File: src/rtl/led_matrix_scan.sv
// Row-multiplexed LED matrix scanner with double-buffered frame memory,
// frame-synchronous bank swap and horizontal scrolling.
// Optional PWM brightness gating is enabled by defining LED_MATRIX_PWM_EN.
module led_matrix_scan #(
  parameter int unsigned ROWS       = 16,
  parameter int unsigned COLS       = 16,
  parameter int unsigned DIV_W      = 16,
  parameter int unsigned SCROLL_DIV = 8
) (
  input  logic             clk,
  input  logic             rst,
  input  logic             wr_en,
  input  logic [3:0]       wr_row,
  input  logic [COLS-1:0]  wr_data,
  input  logic             swap_req,
  output logic             swap_ack,
  input  logic             scroll_en,
  input  logic             scroll_dir,
`ifdef LED_MATRIX_PWM_EN
  input  logic [3:0]       brightness,
`endif
  output logic [3:0]       row_bin,
  output logic [COLS-1:0]  col
);

  localparam int unsigned ROW_W = 4;
  localparam int unsigned OFF_W = $clog2(COLS);
  localparam int unsigned FC_W  = (SCROLL_DIV > 1) ? $clog2(SCROLL_DIV) : 1;

  logic [DIV_W-1:0] cnt_q, cnt_d;
  logic [ROW_W-1:0] row_q, row_d;
  logic             bank_q, bank_d;
  logic             pend_q, pend_d;
  logic             ack_q, ack_d;
  logic [OFF_W-1:0] off_q, off_d;
  logic [FC_W-1:0]  fcnt_q, fcnt_d;
  logic [COLS-1:0]  bank0_q [ROWS];
  logic [COLS-1:0]  bank0_d [ROWS];
  logic [COLS-1:0]  bank1_q [ROWS];
  logic [COLS-1:0]  bank1_d [ROWS];

  logic             tick;
  logic             frame_end;
  logic             do_swap;
  logic [COLS-1:0]  front_row;
  logic [COLS-1:0]  col_rot;

  // Next-state: prescaler, row scan, swap handshake, back-bank writes, scroll
  always_comb begin
    tick      = &cnt_q;
    frame_end = tick && (row_q == ROW_W'(ROWS - 1));
    do_swap   = frame_end && (pend_q || swap_req);

    cnt_d  = cnt_q + DIV_W'(1);
    row_d  = row_q;
    bank_d = bank_q ^ do_swap;
    pend_d = do_swap ? 1'b0 : (pend_q | swap_req);
    ack_d  = do_swap;
    off_d  = off_q;
    fcnt_d = fcnt_q;
    for (int r = 0; r < int'(ROWS); r++) begin
      bank0_d[r] = bank0_q[r];
      bank1_d[r] = bank1_q[r];
    end

    if (tick) begin
      row_d = (row_q == ROW_W'(ROWS - 1)) ? '0 : row_q + ROW_W'(1);
    end

    // Writes target the current back bank; out-of-range rows never match
    for (int r = 0; r < int'(ROWS); r++) begin
      if (wr_en && (wr_row == ROW_W'(r))) begin
        if (bank_q) bank0_d[r] = wr_data;
        else        bank1_d[r] = wr_data;
      end
    end

    if (!scroll_en) begin
      fcnt_d = '0;
    end else if (frame_end) begin
      if (fcnt_q == FC_W'(SCROLL_DIV - 1)) begin
        fcnt_d = '0;
        if (!scroll_dir) off_d = (off_q == OFF_W'(COLS - 1)) ? '0 : off_q + OFF_W'(1);
        else             off_d = (off_q == '0) ? OFF_W'(COLS - 1) : off_q - OFF_W'(1);
      end else begin
        fcnt_d = fcnt_q + FC_W'(1);
      end
    end
  end

  // State registers
  always_ff @(posedge clk or posedge rst) begin
    if (rst) begin
      cnt_q  <= '0;
      row_q  <= '0;
      bank_q <= 1'b0;
      pend_q <= 1'b0;
      ack_q  <= 1'b0;
      off_q  <= '0;
      fcnt_q <= '0;
      for (int r = 0; r < int'(ROWS); r++) begin
        bank0_q[r] <= '0;
        bank1_q[r] <= '0;
      end
    end else begin
      cnt_q  <= cnt_d;
      row_q  <= row_d;
      bank_q <= bank_d;
      pend_q <= pend_d;
      ack_q  <= ack_d;
      off_q  <= off_d;
      fcnt_q <= fcnt_d;
      for (int r = 0; r < int'(ROWS); r++) begin
        bank0_q[r] <= bank0_d[r];
        bank1_q[r] <= bank1_d[r];
      end
    end
  end

  // Column drive: front-bank row rotated left by the scroll offset, no added latency
  always_comb begin
    front_row = '0;
    col_rot   = '0;
    for (int r = 0; r < int'(ROWS); r++) begin
      if (row_q == ROW_W'(r)) front_row = bank_q ? bank1_q[r] : bank0_q[r];
    end
    for (int unsigned c = 0; c < COLS; c++) begin
      col_rot[OFF_W'((c + 32'(off_q)) % COLS)] = front_row[c];
    end
`ifdef LED_MATRIX_PWM_EN
    col = (cnt_q[DIV_W-1 -: 4] > brightness) ? '0 : col_rot;
`else
    col = col_rot;
`endif
  end

  assign row_bin  = row_q;
  assign swap_ack = ack_q;

endmodule

File: config.mk
export PLATFORM = sky130hd
export DESIGN_NAME = led_matrix_scan
export DESIGN_NICKNAME = d
export VERILOG_FILES = /design/src/rtl/led_matrix_scan.sv
export SDC_FILE = /design/constraint.sdc
export NUM_CORES = 1
export LEC_CHECK = 0
export CORE_MARGIN = 8
export CORE_UTILIZATION = 31
export CTS_CLUSTER_DIAMETER = 200
export DETAILED_ROUTE_END_ITERATION = 8
export GPL_TIMING_DRIVEN = 0
export PLACE_DENSITY_LB_ADDON = 0.3
export SLEW_MARGIN = 20
export SYNTH_ARGS = -nofsm -noshare
export SYNTH_HDL_FRONTEND = slang
export SYNTH_SLANG_ARGS = --single-unit
File: constraint.sdc
create_clock -name clk -period 39.7 [get_ports clk]
set_input_delay 3.97 -clock clk [delete_from_list [all_inputs] [get_ports clk]]
set_output_delay 3.97 -clock clk [all_outputs]
set_load 0.005 [all_outputs]
==> results of run 1 <==
[power by group]
group | internal [mW] | switching (mW)
Combinational | 0.131 | 0.149
Sequential | 0.654 | 0.0494
Clock | 0.348 | 0.240
[per-layer routing]
metal  track usage  part of all wire  up-vias
met2        0.3149              0.45      979
met3       0.03253             0.067      253
met1        0.2765              0.44    11840
li1              -                 -     9996
met4       0.07057             0.038        2
met5             0           0.00012        -
[flip-flops by register name, indices dropped and copies added, names as in the netlist]
register and cells:
bank0_q 256, bank1_q 256, bank_q 1, cnt_q 16, fcnt_q 3, off_q 4
pend_q 1, row_bin 4, swap_ack 1
[logic make-up after synthesis]
group,synth area share
AO/OA/AOI/OAI,0.1138
AND/OR/NAND/NOR,0.09056
flip-flops,0.4562
XOR/XNOR,0.01031
adder cells (fa/ha/maj),0.006733
multiplexers,0.2830
buffers and inverters,0.03947
[final timing paths]
path | startpoint | end | slack (ns) | depth (start not counted)
setup / recovery | row_bin[0] | col[7] | 29.46 | 14
hold / removal | cnt_q[0] | cnt_q[0] | 0.45 | 1
setup reg to reg | bank_q | bank0_q[193] | 35.73 | 9
hold reg to reg | cnt_q[0] | cnt_q[0] | 0.45 | 1
max in group asynchronous | rst | bank0_q[0] | 34.40 | 5
min in group asynchronous | rst | cnt_q[3] | 3.62 | 2
[metrics by stage]
stage	instances	hold slack, ns	total power, mW	util	cell area [sq um]
6_report	4069	0.4495	1.572	0.3584	34050
5_1_grt	4065	0.4621	1.633	0.3583	34040
4_1_cts	4065	0.4585	1.577	0.3583	34040
3_5_place_dp	3951	0.4504	0.9875	0.3364	31960
3_3_place_gp	3945	0.4435	0.9813	0.3340	31740
2_1_floorplan	2638	0.4226	0.8869	-	29730
[cell usage after synthesis, types with 7 or more instances]
cell | number | area share
o21ai_1 | 11 | 0.0019
a22oi_1 | 31 | 0.0078
a211oi_1 | 19 | 0.0048
nand3b_1 | 7 | 0.0018
clkbuf_1 | 99 | 0.012
o211ai_1 | 27 | 0.0068
nor2_1 | 156 | 0.020
dfrtp_1 | 542 | 0.46
o2111ai_1 | 8 | 0.0024
nand2b_1 | 8 | 0.0017
o21ai_0 | 92 | 0.015
buf_6 | 22 | 0.0083
a2111oi_0 | 7 | 0.0021
a31oi_1 | 23 | 0.0048
o221ai_1 | 28 | 0.0082
a21oi_1 | 94 | 0.016
and3b_1 | 8 | 0.0024
inv_1 | 11 | 0.0014
mux2i_1 | 232 | 0.078
and2_1 | 14 | 0.0029
buf_2 | 63 | 0.011
and3_1 | 14 | 0.0029
nor3_1 | 39 | 0.0066
ha_1 | 16 | 0.0067
a221oi_1 | 23 | 0.0068
nand2_1 | 171 | 0.022
buf_4 | 24 | 0.0061
nand4_1 | 13 | 0.0027
xnor2_1 | 21 | 0.0062
nand3_1 | 69 | 0.012
nor2b_1 | 15 | 0.0032
o22ai_1 | 49 | 0.010
mux2_2 | 541 | 0.20
a221o_1 | 7 | 0.0024
xor2_1 | 14 | 0.0041
[worst max-delay path: stages, from the launching register on]
cell	delay, ns
dfrtp_1	0.45
ha_1	0.41
buf_2	0.37
nand3_1	0.46
o21ai_0	0.48
o21ai_1	0.22
a211oi_2	0.81
nor2_1	0.30
buf_2	0.34
o22ai_1	0.16
o21ai_1	0.10
a211oi_1	0.24
o2111ai_1	0.16
a21oi_1	0.50
clkdlybuf4s50_1	0.62
[final cells by class]
cell class	instances	share of cell area
antenna	4	0.0002939
buffer	212	0.03325
clock buffer	87	0.05181
clock inverter	27	0.009443
inverter	11	0.001433
multi-input combinational	1873	0.4418
sequential	542	0.3983
tap	1265	0.04648
timing repair buffer	48	0.01720
==> flow_summary_export.csv, run 1 <==
group,metric,value,unit
cts,cts_setup_buffers,0,
sta,slew_violations,0,
routing,detail-route-antenna-nets,0,
cts,cts_max_path_buffers,3,
worst_setup_path,cp-start-kind,"flip-flop",
cts,worst_skew_pair.late_latency,0.63,ns
place,io_buffer_count,42,
worst_setup_path,end_kind,"primary output",
place,place_hpwl,78.54,mm
global_routing,antenna_found_initial,3,
flow_run,cap_violations,0,
cts,tritoncts,"done",
run_status,status,"completed",
floorplan,die_w,325.7,um
routing,via_per_inst,5.669,
global_routing,grt_pass1_vias,22890,
cts,cts_resized,0,
yosys,postSynthAreaPerCell,11.27,sq um
global_routing,grt.total_usage,0.1997,
sta,max_freq,0.09768,GHz
sta,fin_crit_sh,0.2579,
worst_setup_path,cp.arrival,6.27,ns
layout,register_area,0.01356,sq mm
worst_setup_path,required,35.73,ns
yosys,yosysWarnings,0,
layout,layout_commonest_cell,"dfrtp_1",
routing,drt_iter0_drc,2376,
yosys,synthesis.nets,2680,
sta,fin_setup_tns,0,ns
cts,cts-root-buf,"clkbuf_16",
yosys,ys_seq_elements,542,
yosys,synth.distinct_cells,90,
routing,wirelength,109.8,mm
floorplan,initial_core_util,0.3129,
routing,vias,23070,
floorplan,coreArea,0.09501,sq mm
global_routing,grt_max_degree,98,
routing,post_drt_wl_per_cell,26.99,um
power,power_density,46.15,mW/mm^2
yosys,synth_area,0.02973,sq mm
sta,worst_pin_slew,1.183,ns
yosys,async_flop_share,1.000,
sta,max_slew_margin,0.2086,
worst_setup_path,crit_fanout,10,
floorplan,die-area,0.1061,sq mm
sta,setup_viol,0,
cts,postCtsHoldBufs,0,
place,pre_cts_ws,30.40,ns
power,power.leakage,14.97,nW
sta,skew,0.02046,ns
floorplan,die_height,325.7,um
global_routing,grt_pass1_wl,161.3,mm
cts,cts-buffers-inserted,61,
layout,multiInputGateArea,0.01505,sq mm
yosys,ys.flop_type,"dfrtp_1",
floorplan,io_pins,47,
layout,area_delta_synth_final,14.53,%
sta,period_minus_slack,10.24,ns
layout,num-nets-final,2791,
sta,setup_ws,29.46,ns
worst_setup_path,path_class,"flip-flop to primary output",
global_routing,overflow,0,
sta,rsz0062_at_grt,"no",
routing,drc,0,
layout,fillCellCount,9504,
yosys,synthCells,2638,
layout,final_cell_mix,"542 x dfrtp_1, 541 x mux2_2, 232 x mux2i_1",
floorplan,rows,113,
yosys,seq_area_frac_synth,0.4562,
place,gp_congestion,0.9546,
power,ir_worst_vdd,0.03633,mV
yosys,synth-edff-count,0,
min_path,holdCritPathClass,"flip-flop to flip-flop",
cts,clock_sinks,542,
cts,clk_pin_slew,0.06,ns
routing,first_pass_iters,7,
sta,finalHoldViolations,0,
layout,drive_gt1_frac,0.2882,
cts,cts_max_level,2,
Power figures use the tool's default switching activity.
==> run 2, diff against run 1 <==
clock period = 9.8 ns   (was 39.7 ns; I/O delays follow)
==> run 2 against run 1 <==
Clock skew shrank 0.0011 ns; cell count grew 0.17%; highest routed layer is now met4; worst hold slack is essentially flat; critical endpoint unchanged; utilization grew 0.18 points; critical path depth is the same; wire length grew 1.2%; die area is the same; critical path type unchanged; combinational power grew to 4.1 times the previous value; sequential cell count is the same; non-clock buffer count grew 15.
==> flow_summary_export.csv, run 2 (same netlist as run 1, synthesis figures left out) <==
group,metric,value,unit
flow_run,cap_violations,0,
layout,multiInputGateArea,0.01505,sq mm
min_path,holdCritPathClass,"flip-flop to flip-flop",
routing,drc,0,
global_routing,overflow,0,
min_path,min_to,"cnt_q[0]",
routing,drt_iter0_drc,2688,
cts,clock_sinks,542,
floorplan,initial_core_util,0.3129,
worst_setup_path,crit_fanout,10,
cts,cts_max_level,2,
floorplan,rows,113,
layout,reg_top3,"bank0_q: 256 flops, bank1_q: 256 flops, cnt_q: 16 flops",
routing,vias,23320,
routing,detail-route-antenna-nets,0,
sta,fin_crit_sh,0.7240,
global_routing,grt_max_degree,34,
worst_setup_path,rrSetupSlack,5.78,ns
place,gp_congestion,0.9600,
routing,via_per_inst,5.722,
sta,slew_violations,0,
power,finalPower,6.301,mW
global_routing,grt_pass1_vias,23330,
global_routing,grt.total_usage,0.2017,
place,io_buffer_count,42,
layout,final_cell_mix,"542 x dfrtp_1, 541 x mux2_2, 232 x mux2i_1",
worst_setup_path,end_kind,"primary output",
sta,rsz0062_at_grt,"no",
layout,register_area,0.01356,sq mm
sta,max_freq,0.1409,GHz
worst_setup_path,timing.rr.start,"bank_q",
power,power_density,184.1,mW/mm^2
run_status,status,"completed",
worst_setup_path,cp-start-kind,"flip-flop",
routing,wirelength,111.2,mm
cts,cts-root-buf,"clkbuf_16",
global_routing,antenna_found_initial,1,
cts,worst_skew_pair.late_latency,0.64,ns
routing,post_drt_wl_per_cell,27.28,um
worst_setup_path,r2r_cells,9,
sta,setup_viol,0,
min_path,whs_path_depth,1,
cts,postCtsHoldBufs,0,
cts,cts-buffers-inserted,59,
worst_setup_path,reg2reg_to,"bank0_q[197]",
sta,worst_pin_slew,1.170,ns
floorplan,io_pins,47,
cts,clk_pin_slew,0.06,ns
sta,finalHoldViolations,0,
floorplan,die_height,325.7,um
layout,num-nets-final,2804,
worst_setup_path,cp.arrival,6.12,ns
floorplan,die-area,0.1061,sq mm
worst_setup_path,startpoint,"row_bin[0]",
place,place_hpwl,80.77,mm
routing,first_pass_iters,7,
layout,layout_commonest_cell,"dfrtp_1",
cts,cts_setup_buffers,0,
worst_setup_path,path_class,"flip-flop to primary output",
power,ir_worst_vdd,0.1405,mV
cts,cts_resized,0,
cts,tritoncts,"done",
layout,area_delta_synth_final,15.11,%
min_path,hp-start,"cnt_q[0]",
layout,fillCellCount,9497,
global_routing,grt_pass1_wl,163.0,mm
sta,period_minus_slack,7.096,ns
power,power.leakage,15.03,nW
layout,drive_gt1_frac,0.2892,
worst_setup_path,required,8.82,ns
floorplan,die_w,325.7,um
sta,fin_setup_tns,0,ns
cts,cts_max_path_buffers,3,
sta,max_slew_margin,0.2174,
sta,skew,0.01940,ns
floorplan,coreArea,0.09501,sq mm
-- run 2: cell count changes in the layout (fill, tap and decap cells not counted), moves of 2 or more --
cell       previous run  this run
clkbuf_1            111       114
inv_6                 3         1
clkinv_2             15         7
bufinv_16             6         4
buf_12                0        17
clkbuf_8             14        18
buf_16                6         3
-- run 2: cell type report --
class	count	share of cell area
Inverter	11	0.001316
Clock buffer	93	0.05275
Sequential cell	542	0.3963
Multi-Input combinational cell	1873	0.4396
Timing Repair Buffer	63	0.02497
Antenna cell	3	0.0002193
Buffer	212	0.03308
Tap cell	1265	0.04625
Clock inverter	14	0.005520
-- run 2: metrics by stage --
step | hold WS, ns | utilization | setup WS, ns | cells | cell area (sq um)
after floorplan | 0.4226 | - | 1.448 | 2638 | 29740
final | 0.4491 | 0.3602 | 2.704 | 4076 | 34230
after CTS | 0.4512 | 0.3601 | 2.959 | 4073 | 34210
after global routing | 0.4655 | 0.3601 | 2.603 | 4073 | 34220
after global placement | 0.4387 | 0.3341 | -2.422 | 3945 | 31740
after detailed placement | 0.4436 | 0.3391 | 3.663 | 3966 | 32220
-- run 2: power by group --
part           internal [mW]  switching, mW  leakage (nW)  total (mW)
sequential              2.65          0.202          6.93        2.85
clock                   1.36          0.945         0.986        2.31
combinational          0.541          0.603          7.12        1.14
total                   4.55           1.75          15.0        6.30
-- run 2: worst max-delay path by stage --
stage,to,cells past startpoint
after floorplan,bank0_q[0],1
after global placement,bank1_q[8],2
after detailed placement,col[1],15
after CTS,col[1],15
after global routing,col[7],16
final,col[7],14
-- run 2: metal layers --
metal / vias up / part of all wire / wire (um) / global-route usage
met5: - / 0 / 0 / 0
met4: 0 / 0.038 / 4268 / 0.07239
met3: 264 / 0.068 / 7536 / 0.03235
met2: 1011 / 0.45 / 50350 / 0.3201
met1: 12040 / 0.44 / 49050 / 0.2773
li1: 10010 / - / - / -
-- run 2: worst max-delay path, stage by stage, from the launching register on --
cell and delay [ns]:
dfrtp_1 0.45, ha_1 0.42, buf_2 0.39, nand3_1 0.45, o21ai_0 0.44, o21ai_1 0.20
a21oi_1 0.79, nor2_1 0.30, buf_2 0.34, o22ai_1 0.17, o21ai_1 0.10, a211oi_1 0.25
o2111ai_1 0.15, a21oi_1 0.39, clkdlybuf4s50_1 0.62
==> run 3, diff against run 2 <==
clock period = 6.45 ns   (was 9.8 ns; I/O delays follow)
==> run 3 against run 2 <==
First-iteration DRC count down 0.97%; global-route usage barely moved; clock power is 52% higher; wire length barely moved; sequential share of layout area fell by 0.14 points; worst hold slack got worse by 0.00056 ns; utilization grew 0.12 points; register-to-register slack got worse by 3.4 ns; cell area rose by 0.34%.
==> flow_summary_export.csv, run 3 (same netlist as run 1, synthesis figures left out) <==
group,metric,value,unit
worst_setup_path,cp_cell_sequence,"ha_1 -> buf_2 -> nand3b_1 -> o21ai_0 -> nand3_1 -> a221oi_4 -> nor2_1 -> buf_2 -> o22ai_1 -> o21ai_1 -> a211oi_1 -> o2111ai_1 -> a21oi_1 -> clkdlybuf4s50_1",
power,ir_worst_vdd,0.2124,mV
cts,cts_max_path_buffers,3,
sta,slew_violations,0,
worst_setup_path,cp-start-kind,"flip-flop",
cts,cts-buffers-inserted,59,
flow_run,cap_violations,0,
layout,post-route-cell-area,0.03434,sq mm
worst_setup_path,path_delay_family,"compound AO/OA/AOI/OAI gates",
layout,fillCellCount,9486,
floorplan,die-area,0.1061,sq mm
run_status,status,"completed",
sta,setup_ws,0.04428,ns
sta,worst_pin_slew,1.193,ns
sta,finalHoldViolations,0,
worst_setup_path,cp_common_cell,"buf_2",
routing,vias,23290,
sta,max_slew_margin,0.2021,
floorplan,initial_core_util,0.3129,
worst_setup_path,crit_path_max_incr_delay,0.64,ns
power,seq_power_share,0.451,
floorplan,die_height,325.7,um
place,pre_cts_ws,0.6478,ns
floorplan,io_pins,47,
cts,tritoncts,"done",
worst_setup_path,path_class,"flip-flop to primary output",
cts,clock_sinks,542,
sta,worst_hold_slack,0.4485,ns
sta,fin_crit_sh,0.9931,
place,place_hpwl,80.77,mm
power,power_density,279.5,mW/mm^2
layout,register_area,0.01356,sq mm
routing,detail-route-antenna-nets,0,
layout,multiInputGateArea,0.01510,sq mm
worst_setup_path,crit_fanout,10,
place,gp_congestion,0.9600,
global_routing,grt_pass1_vias,23340,
worst_setup_path,end_kind,"primary output",
floorplan,rows,113,
routing,post_drt_wl_per_cell,27.27,um
power,internal_power,6.930,mW
global_routing,grt_pass1_wl,163.1,mm
layout,final_cell_mix,"542 x dfrtp_1, 541 x mux2_2, 232 x mux2i_1",
cts,worst_skew_pair.late_latency,0.63,ns
worst_setup_path,required,5.80,ns
power,pwr-share-clk,0.365,
layout,area_delta_synth_final,15.50,%
worst_setup_path,cp.arrival,5.76,ns
global_routing,overflow,0,
sta,skew,0.01719,ns
place,io_buffer_count,42,
layout,drive_gt1_frac,0.2948,
power,pwr-share-comb,0.183,
layout,num-nets-final,2811,
routing,via_per_inst,5.704,
sta,rsz0062_at_grt,"no",
power,power.leakage,15.08,nW
floorplan,coreArea,0.09501,sq mm
sta,setup_viol,0,
min_path,holdCritPathClass,"flip-flop to flip-flop",
global_routing,antenna_found_initial,2,
routing,first_pass_iters,7,
global_routing,grt.total_usage,0.2019,
power,p_sw_frac,0.2780,
floorplan,die_w,325.7,um
sta,max_freq,0.1561,GHz
cts,clk_pin_slew,0.06,ns
cts,cts-root-buf,"clkbuf_16",
layout,layout_commonest_cell,"dfrtp_1",
routing,wirelength,111.3,mm
global_routing,grt_max_degree,34,
place,place_area,0.03222,sq mm
cts,cts_max_level,2,
power,finalPower,9.599,mW
worst_setup_path,slowest_stage,"a221oi_4",
routing,drc,0,
routing,drt_iter0_drc,2662,
sta,period_minus_slack,6.406,ns
layout,reg_top3,"bank0_q: 256 flops, bank1_q: 256 flops, cnt_q: 16 flops",
power,power.switching,2.669,mW
worst_setup_path,worst-path-buf-inv,3,
==> run 3: layout make-up <==
class / instances / share of cell area
flip-flops and latches: 542 / 0.3949
repair buffers: 71 / 0.02663
clock buffers: 93 / 0.05257
well taps: 1265 / 0.04609
plain buffers: 211 / 0.03301
clock inverters: 14 / 0.005501
multi-input cells: 1873 / 0.4397
diodes: 2 / 0.0001457
inverters: 11 / 0.001421
==> run 3: final timing paths <==
check	endpoint	slack (ns)	start	cells past startpoint
hold / removal	cnt_q[0]	0.45	cnt_q[0]	1
min in group asynchronous	cnt_q[0]	0.46	rst	2
setup / recovery	col[7]	0.04	row_bin[0]	14
max in group asynchronous	bank1_q[8]	4.22	rst	8
setup reg to reg	bank0_q[194]	2.42	bank_q	9
hold reg to reg	cnt_q[0]	0.45	cnt_q[0]	1
==> run 3: what timing repair did <==
item,4_1_cts,5_1_grt
hold buffers,0,0
buffers inserted,1,7
resized for setup,3,15
pin swaps,1,1
setup endpoints to repair,6,14
==> run 3: power groups by stage <==
| stage | sequential (mW) | combinational [mW] | clock [mW] |
|---|---|---|---|
| CTS | 4.32 | 1.72 | 3.56 |
| global route | 4.41 | 1.86 | 3.70 |
| global placement | 4.38 | 1.66 | 0 |
| floorplan | 4.30 | 1.16 | 0 |
| detailed placement | 4.38 | 1.71 | 0 |
| finish | 4.33 | 1.76 | 3.51 |
==> run 3: per-layer routing <==
layer / routed length (um) / vias up / GRT usage
li1: - / 10020 / -
met1: 48940 / 11990 / 0.2770
met2: 50180 / 1008 / 0.3199
met3: 7691 / 276 / 0.03320
met4: 4504 / 0 / 0.07373
met5: 0 / - / 0
==> run 3: stage by stage <==
step	std cells	setup TNS, ns	util
global placement	3945	-2915.25	0.3341
CTS	4074	0	0.3603
detailed placement	3966	0	0.3391
floorplan	2638	-849.29	-
finish	4082	0	0.3615
global route	4080	0	0.3614
